**src/rtl/mem_arbiter.sv**
```systemverilog
`default_nettype none
// ============================================================================
// Module   : mem_arbiter
// Brief    : Owns the byte-wide RAM port and shares it between the icache line
//            refill, the dcache line refill/writeback and uncached IO accesses.
//            Each transaction is serialised into consecutive byte cycles; read
//            data is assembled into a line (lineOut) or an IO word (ioDataOut).
//            Fixed priority io > dc > ic, requests sampled only in IDLE.
// Revision : 1.0 - initial release
// ============================================================================
module mem_arbiter #(
  parameter int BLOCK_WIDTH = 4,                 // log2 of line size in bytes (>= 2)
  parameter int BLOCK_SIZE  = 2**BLOCK_WIDTH     // line size in bytes
) (
  input  logic                      clkIn,
  input  logic                      resetIn,
  input  logic                      clearIn,
  input  logic [7:0]                memIn,
  output logic [31:0]               memAddr,
  output logic [7:0]                memOut,
  output logic                      readWriteOut,
  input  logic                      icReq,
  input  logic [31-BLOCK_WIDTH:0]   icAddr,
  output logic                      icDone,
  input  logic                      dcReq,
  input  logic                      dcWrite,
  input  logic [31-BLOCK_WIDTH:0]   dcAddr,
  input  logic [BLOCK_SIZE*8-1:0]   dcLineIn,
  output logic                      dcDone,
  output logic [BLOCK_SIZE*8-1:0]   lineOut,
  input  logic                      ioReq,
  input  logic                      ioWrite,
  input  logic [1:0]                ioSize,
  input  logic [31:0]               ioAddr,
  input  logic [31:0]               ioDataIn,
  output logic                      ioDone,
  output logic [31:0]               ioDataOut,
  output logic                      busy
);

  localparam int LW = BLOCK_SIZE * 8;   // line width in bits
  localparam int CW = BLOCK_WIDTH + 1;  // byte counter width, holds 0..BLOCK_SIZE

  typedef enum logic [1:0] {
    IDLE  = 2'd0,
    READ  = 2'd1,
    WRITE = 2'd2,
    DONE  = 2'd3
  } state_t;

  typedef enum logic [1:0] {
    SRC_IC = 2'd0,
    SRC_DC = 2'd1,
    SRC_IO = 2'd2
  } src_t;

  state_t          state_q, state_d;
  src_t            src_q;
  logic [31:0]     base_q;
  logic [CW-1:0]   len_q;
  logic [CW-1:0]   cnt_q;
  logic [CW-1:0]   cnt_inc;
  logic [CW-1:0]   cap_idx;
  logic [LW-1:0]   wbuf_q;
  logic [LW-1:0]   rbuf_q;
  logic [LW-1:0]   rbuf_next;

  // Acceptance decode
  logic            io_go;
  logic            ic_go;
  logic            acc_valid;
  logic            accept;
  src_t            acc_src;
  logic            acc_write;
  logic [31:0]     acc_base;
  logic [CW-1:0]   acc_len;
  logic [LW-1:0]   acc_wdata;
  logic [CW-1:0]   io_len;

  // Transfer progress
  logic            ic_abort;
  logic            rd_last;
  logic            wr_last;

  assign busy    = (state_q != IDLE);
  assign io_go   = ioReq && (ioSize != 2'b00);
  assign ic_go   = icReq && !clearIn;
  assign accept  = (state_q == IDLE) && acc_valid;
  assign cnt_inc = cnt_q + CW'(1);
  // Byte k-1 of a read arrives one cycle after its address, i.e. while the
  // counter already reads k; hence the capture slot lags the counter by one.
  assign cap_idx = cnt_q - CW'(1);

  assign ic_abort = (state_q == READ) && (src_q == SRC_IC) && clearIn;
  assign rd_last  = (state_q == READ) && (cnt_q == len_q);
  assign wr_last  = (state_q == WRITE) && (cnt_inc == len_q);

  // IO byte count from the size code (00 never reaches acceptance)
  always_comb begin
    io_len = CW'(4);
    case (ioSize)
      2'b01:   io_len = CW'(1);
      2'b10:   io_len = CW'(2);
      default: io_len = CW'(4);
    endcase
  end

  // Fixed-priority request selection: io > dc > ic
  always_comb begin
    acc_valid = 1'b0;
    acc_src   = SRC_IC;
    acc_write = 1'b0;
    acc_base  = '0;
    acc_len   = '0;
    acc_wdata = '0;
    if (io_go) begin
      acc_valid = 1'b1;
      acc_src   = SRC_IO;
      acc_write = ioWrite;
      acc_base  = ioAddr;
      acc_len   = io_len;
      acc_wdata = LW'(ioDataIn);
    end else if (dcReq) begin
      acc_valid = 1'b1;
      acc_src   = SRC_DC;
      acc_write = dcWrite;
      acc_base  = {dcAddr, {BLOCK_WIDTH{1'b0}}};
      acc_len   = CW'(BLOCK_SIZE);
      acc_wdata = dcLineIn;
    end else if (ic_go) begin
      acc_valid = 1'b1;
      acc_src   = SRC_IC;
      acc_write = 1'b0;
      acc_base  = {icAddr, {BLOCK_WIDTH{1'b0}}};
      acc_len   = CW'(BLOCK_SIZE);
    end
  end

  // Read buffer with the byte arriving this cycle merged in
  always_comb begin
    rbuf_next = rbuf_q;
    if ((state_q == READ) && (cnt_q != '0)) begin
      rbuf_next[{cap_idx, 3'b000} +: 8] = memIn;
    end
  end

  // Next-state logic; DONE always falls back to IDLE without sampling requests
  always_comb begin
    state_d = state_q;
    case (state_q)
      IDLE: begin
        if (accept) begin
          state_d = acc_write ? WRITE : READ;
        end
      end
      READ: begin
        if (ic_abort) begin
          state_d = IDLE;
        end else if (rd_last) begin
          state_d = DONE;
        end
      end
      WRITE: begin
        if (wr_last) begin
          state_d = DONE;
        end
      end
      default: state_d = IDLE;
    endcase
  end

  // State register
  always_ff @(posedge clkIn or posedge resetIn) begin
    if (resetIn) begin
      state_q <= IDLE;
    end else begin
      state_q <= state_d;
    end
  end

  // RAM port drive, byte counter, data buffers, returned data and done pulses
  always_ff @(posedge clkIn or posedge resetIn) begin
    if (resetIn) begin
      src_q        <= SRC_IC;
      base_q       <= '0;
      len_q        <= '0;
      cnt_q        <= '0;
      wbuf_q       <= '0;
      rbuf_q       <= '0;
      memAddr      <= '0;
      memOut       <= '0;
      readWriteOut <= 1'b0;
      icDone       <= 1'b0;
      dcDone       <= 1'b0;
      ioDone       <= 1'b0;
      lineOut      <= '0;
      ioDataOut    <= '0;
    end else begin
      icDone <= 1'b0;
      dcDone <= 1'b0;
      ioDone <= 1'b0;
      case (state_q)
        IDLE: begin
          if (accept) begin
            src_q        <= acc_src;
            base_q       <= acc_base;
            len_q        <= acc_len;
            cnt_q        <= '0;
            rbuf_q       <= '0;            // keeps IO load bytes above size at zero
            memAddr      <= acc_base;
            readWriteOut <= acc_write;
            memOut       <= acc_write ? acc_wdata[7:0] : 8'h00;
            wbuf_q       <= acc_wdata >> 8; // byte 0 is already on memOut
          end
        end
        READ: begin
          cnt_q  <= cnt_inc;
          rbuf_q <= rbuf_next;
          if (ic_abort || rd_last || (cnt_inc >= len_q)) begin
            memAddr <= '0;
          end else begin
            memAddr <= base_q + 32'(cnt_inc);
          end
          if (!ic_abort && rd_last) begin
            case (src_q)
              SRC_IC: begin
                icDone  <= 1'b1;
                lineOut <= rbuf_next;
              end
              SRC_DC: begin
                dcDone  <= 1'b1;
                lineOut <= rbuf_next;
              end
              default: begin
                ioDone    <= 1'b1;
                ioDataOut <= rbuf_next[31:0];
              end
            endcase
          end
        end
        WRITE: begin
          cnt_q <= cnt_inc;
          if (wr_last) begin
            memAddr      <= '0;
            memOut       <= 8'h00;
            readWriteOut <= 1'b0;
            case (src_q)
              SRC_IC:  icDone <= 1'b1;
              SRC_DC:  dcDone <= 1'b1;
              default: ioDone <= 1'b1;
            endcase
          end else begin
            memAddr <= base_q + 32'(cnt_inc);
            memOut  <= wbuf_q[7:0];
            wbuf_q  <= wbuf_q >> 8;
          end
        end
        default: begin
        end
      endcase
    end
  end

endmodule
`default_nettype wire

```
**config.mk**
```make
export PLATFORM = sky130hd
export DESIGN_NAME = mem_arbiter
export DESIGN_NICKNAME = d
export VERILOG_FILES = /design/src/rtl/mem_arbiter.sv
export SDC_FILE = /design/constraint.sdc
export NUM_CORES = 1
export LEC_CHECK = 0
export CAP_MARGIN = 15
export CORE_MARGIN = 1
export CORE_UTILIZATION = 50
export CTS_CLUSTER_DIAMETER = 50
export DETAILED_ROUTE_END_ITERATION = 6
export HOLD_SLACK_MARGIN = 0.06
export PLACE_DENSITY = 0.89
export RECOVER_POWER = 50
export SLEW_MARGIN = 5
export SYNTH_ARGS = -nofsm -noshare
export SYNTH_HDL_FRONTEND = slang
export SYNTH_SLANG_ARGS = --single-unit
```
**constraint.sdc**
```tcl
create_clock -name clkIn -period 21.8 [get_ports clkIn]
set_input_delay 5.45 -clock clkIn [delete_from_list [all_inputs] [get_ports clkIn]]
set_output_delay 5.45 -clock clkIn [all_outputs]
set_load 0.01 [all_outputs]
```
==> results by group <==
Synthesis
  – EDFF count, synth: 0
  – Sequential share of the synthesized area: 54.20%
  – Simple logic cell fraction of the synthesized area: about 13%
  – FF+latch count, synth: about 500
  – Syn nets: ~2,600
  – Complex-gate fraction of the synthesized area: approximately a fifth
  – Mapped Area: approximately 23,000 µm²
  – Syn Inst Count: ~2,300
  – Top FF cell, synth: dfrtp_1
  – Asr flop ratio synth: 100.0%
  – Synth cell types: 72
  – Post-synthesis mux area share: under 10%
  – Largest family of logic cells by synthesized area: compound AO/OA/AOI/OAI gates
  – Mapped Avg Cell Area: ~10 µm²
  – Synthesis Warnings: 0
  – Synth Area in XOR/XNOR: ~1.6%
  – Post-Synth Adder-Cell Area: about 1.4%

Routing
  – Detailed Route WL: slightly above 70 mm
  – DRC: 0
  – Remaining antenna violation count after routing: 0
  – Via count: slightly above 20,000
  – Initial DRC Count: 1,905
  – Via-to-Cell Ratio: around 6
  – Pre-antenna DRT Iters: 6
  – DR WL/cell: around 21 µm

Setup path
  – Max incr delay on CP: 3.72 ns
  – Critical path's slowest cell: clkinvlp_2
  – Largest delay share family, worst path: buffers and inverters
  – Crit-path cells: dlygate4sd3_1 -> clkinvlp_2 -> clkbuf_1 -> buf_4
  – CP endpoint kind: async pin
  – Setup Crit Path Kind: input pin to async pin
  – CP max FO: roughly 150
  – Critical Path RT: ~22 ns
  – CP startpoint kind: input pin
  – Crit path DAT: between 10 and 15 ns
  – Worst path buffer plus inverter count: 4

Cells and area
  – Multi-input gate area: 9686 µm²
  – Synth-to-Final Area Change: 29.84%
  – # fillers: ~3,300
  – Design Area, Final: between 20,000 and 30,000 µm²
  – Layout Nets: just under 3,000
  – Storage cell area: roughly 12,000 µm²
  – Non-Filler Instances: between 3,000 and 4,000
  – Post-layout util: between 60% and 70%
  – Layout cell share with drive strength beyond 1: around 5.6%

Worst hold path
  – Hold Path Class: flop to flop

STA
  – Slew Viols, Final: a little over 500
  – RSZ-0062 raised after global routing: false
  – Period utilisation layout: between 60 and 70%
  – Worst setup margin: roughly 8.6 ns
  – FMAX: around 76 MHz
  – Min Tclk post-route: roughly 13 ns
  – Hold Slack: approximately 0.48 ns
  – Slew @ Worst Pin: between 6 and 7 ns
  – Final setup fails: 0
  – Setup Skew: roughly 0.021 ns
  – Final TNS setup: 0 ns
  – Relative slew slack: -346.7%
  – Final hold vios: 0

Job
  – Max-cap violations: 6

Die
  – Row count: 78
  – Core box area: 45,280 µm²
  – Die width: between 200 and 250 µm
  – Top-Level Pins: roughly 470
  – Starting density of the core: 50.67%
  – Die ar.: about 47,000 µm²
  – Die Y: between 200 and 250 µm

Power and ir drop
  – Static Leak: 13.21 nW
  – Combinational power share: between 30% and 40%
  – Overall power: 3.433 mW
  – Sequential power share: between 30% and 40%
  – Peak supply drop: roughly 0.00009 V
  – Clk pwr share: roughly 28%
  – Psw: about 1.3 mW
  – Int Power: between 2 and 2.5 mW
  – Pwr/cell area: about 120 nW/µm²
  – Switch share: around two fifths

Outcome
  – Status: complete, but fails checks
  – Failing checks: max-capacitance violations, max-slew violations

Place
  – Dpl hpwl: between 40 and 50 mm
  – DP Cell Count: around 3,200
  – Cell Area, Placed: approximately 28,000 µm²
  – Port bufs: 470
  – Gp weighted congestion: between 0.8 and 0.9
  – Pre-CTS setup slack: around 12 ns

Clock tree
  – Clk_lat worst skew: around 0.6 ns
  – Hold Buf Count CTS: 0
  – CTS tree: done
  – CTS max path bufs: 3
  – Num CTS Buffers: 53
  – H-tree depth: 2
  – Setup Buffers After CTS: 0
  – Gates resized, CTS repair: 0
  – CTS sink count: approximately 500
  – Clock transition at path regs: about 0.060 ns
  – Root Buffer: clkbuf_16

GRT
  – First-pass GRT wire length: 109.9 mm
  – GRT Total Usage: between 20% and 30%
  – Largest net degree at the start of global routing: between 150 and 200
  – Grt total ovfl: 0
  – Initial antenna violation count: 9
  – Vias in the first global route: ~20,000
## worst register-to-register path, stage by stage, from the launching register on
cell and delay [ns]:
dfrtp_1 0.46, inv_1 0.12, ha_1 0.42, nor3b_1 0.26, nand4_1 0.25, or3_1 1.11
clkbuf_1 2.00, buf_4 1.00, o21ai_0 0.31
## cell families (layout without fill, tap and decap cells)
| group | Yosys count | after routing |
|---|---|---|
| XOR/XNOR | 38 | 38 |
| buffers and inverters | 207 | 630 |
| flip-flops | 497 | 497 |
| other | 0 | 5 |
| multiplexers | 100 | 100 |
| adder cells (fa/ha/maj) | 25 | 25 |
| AO/OA/AOI/OAI | 745 | 745 |
| AND/OR/NAND/NOR | 691 | 691 |
## cells in the mapped netlist (all sizes together) (32+ instances only)
library cell	n	area [µm²]
dfrtp	497	12440
nand2	441	1658
o21ai	327	1663
clkbuf	129	485.5
a22o	109	954.7
mux2i	100	1001
a22oi	89	668.1
a21oi	88	440.4
nor2	60	240.2
nand3	53	265.3
buf	50	281.5
and3	42	262.8
nor3	32	160.2
o2bb2ai	32	280.3
## metal layers
layer  GRT usage [%]  vias to the layer above  wire length (µm)
li1                -                     9031                 -
met1           37.69                     9927             27250
met2           49.52                      961             34740
met3           6.302                      198              5633
met4           12.63                       10              2891
met5               0                        -                66
## path summary, 6_finish.rpt
path | from | end | slack (ns) | cells after the start
max reg2reg | state_q[1]$_DFFE_PP0P_ | lineOut[79]$_DFFE_PP0P_ | 15.70 | 8
max in group clkIn | clearIn | lineOut[79]$_DFFE_PP0P_ | 11.52 | 7
min reg2reg | lineOut[64]$_DFFE_PP0P_ | lineOut[64]$_DFFE_PP0P_ | 0.48 | 2
max | resetIn | lineOut[1]$_DFFE_PP0P_ | 8.60 | 4
min | lineOut[64]$_DFFE_PP0P_ | lineOut[64]$_DFFE_PP0P_ | 0.48 | 2
min in group asynchronous | resetIn | memAddr[23]$_DFFE_PP0P_ | 7.45 | 2
## power by group through the flow
stage | Combinational, mW | Clock (mW) | Sequential (mW)
after floorplan | 0.771 | 0 | 1.26
after global placement | 1.17 | 0 | 1.25
after detailed placement | 1.23 | 0 | 1.27
after CTS | 1.23 | 0.975 | 1.25
after global routing | 1.33 | 1.01 | 1.28
final | 1.21 | 0.964 | 1.25
## flip-flops by register name, summed over array words and instances (netlist names)
name,cells
readWriteOut,1
len_q,4
src_q,2
state_q,2
ioDataOut,32
cnt_q,5
lineOut,128
ioDone,1
rbuf_q,128
memOut,8
wbuf_q,120
dcDone,1
icDone,1
memAddr,32
base_q,32
## final cells by class
cell class                 count  share of cell area [%]
sequential                   497                   41.75
clock inverter                30                   1.352
inverter                      28                  0.3570
timing repair buffer         505                   16.51
clock buffer                  67                   4.964
tap                          600                   2.520
antenna                        5                 0.04200
multi-input combinational   1599                   32.51
## cell usage in the layout (no fill, tap or decap), types with 5 or more instances in the layout
| cell type | netlist | routed |
|---|---|---|
| a21oi_1 | 88 | 88 |
| dlygate4sd3_1 | 0 | 215 |
| o21ai_1 | 53 | 27 |
| nand2_1 | 440 | 440 |
| buf_4 | 9 | 20 |
| nand3_1 | 53 | 53 |
| o221ai_1 | 25 | 25 |
| xor2_1 | 16 | 16 |
| clkinv_2 | 0 | 13 |
| clkdlybuf4s50_1 | 0 | 254 |
| a21o_1 | 7 | 7 |
| clkbuf_8 | 0 | 10 |
| and3_1 | 42 | 42 |
| bufinv_16 | 0 | 8 |
| nor4_2 | 6 | 5 |
| o211ai_1 | 6 | 6 |
| o21ai_2 | 7 | 7 |
| o21ai_0 | 267 | 293 |
| dfrtp_1 | 497 | 497 |
| o22ai_1 | 5 | 5 |
| ha_1 | 24 | 23 |
| a22o_1 | 109 | 109 |
| xnor2_1 | 20 | 20 |
| mux2i_1 | 100 | 100 |
| nand4_1 | 10 | 10 |
| nor3_1 | 32 | 31 |
| a22oi_1 | 89 | 89 |
| or3_1 | 6 | 6 |
| o2bb2ai_1 | 32 | 32 |
| clkbuf_16 | 0 | 53 |
| a221oi_1 | 28 | 28 |
| diode_2 | 0 | 5 |
| inv_1 | 27 | 26 |
| nor2_1 | 56 | 55 |
| clkbuf_1 | 128 | 16 |
| nand2b_1 | 6 | 6 |
Power figures use the tool's default switching activity.
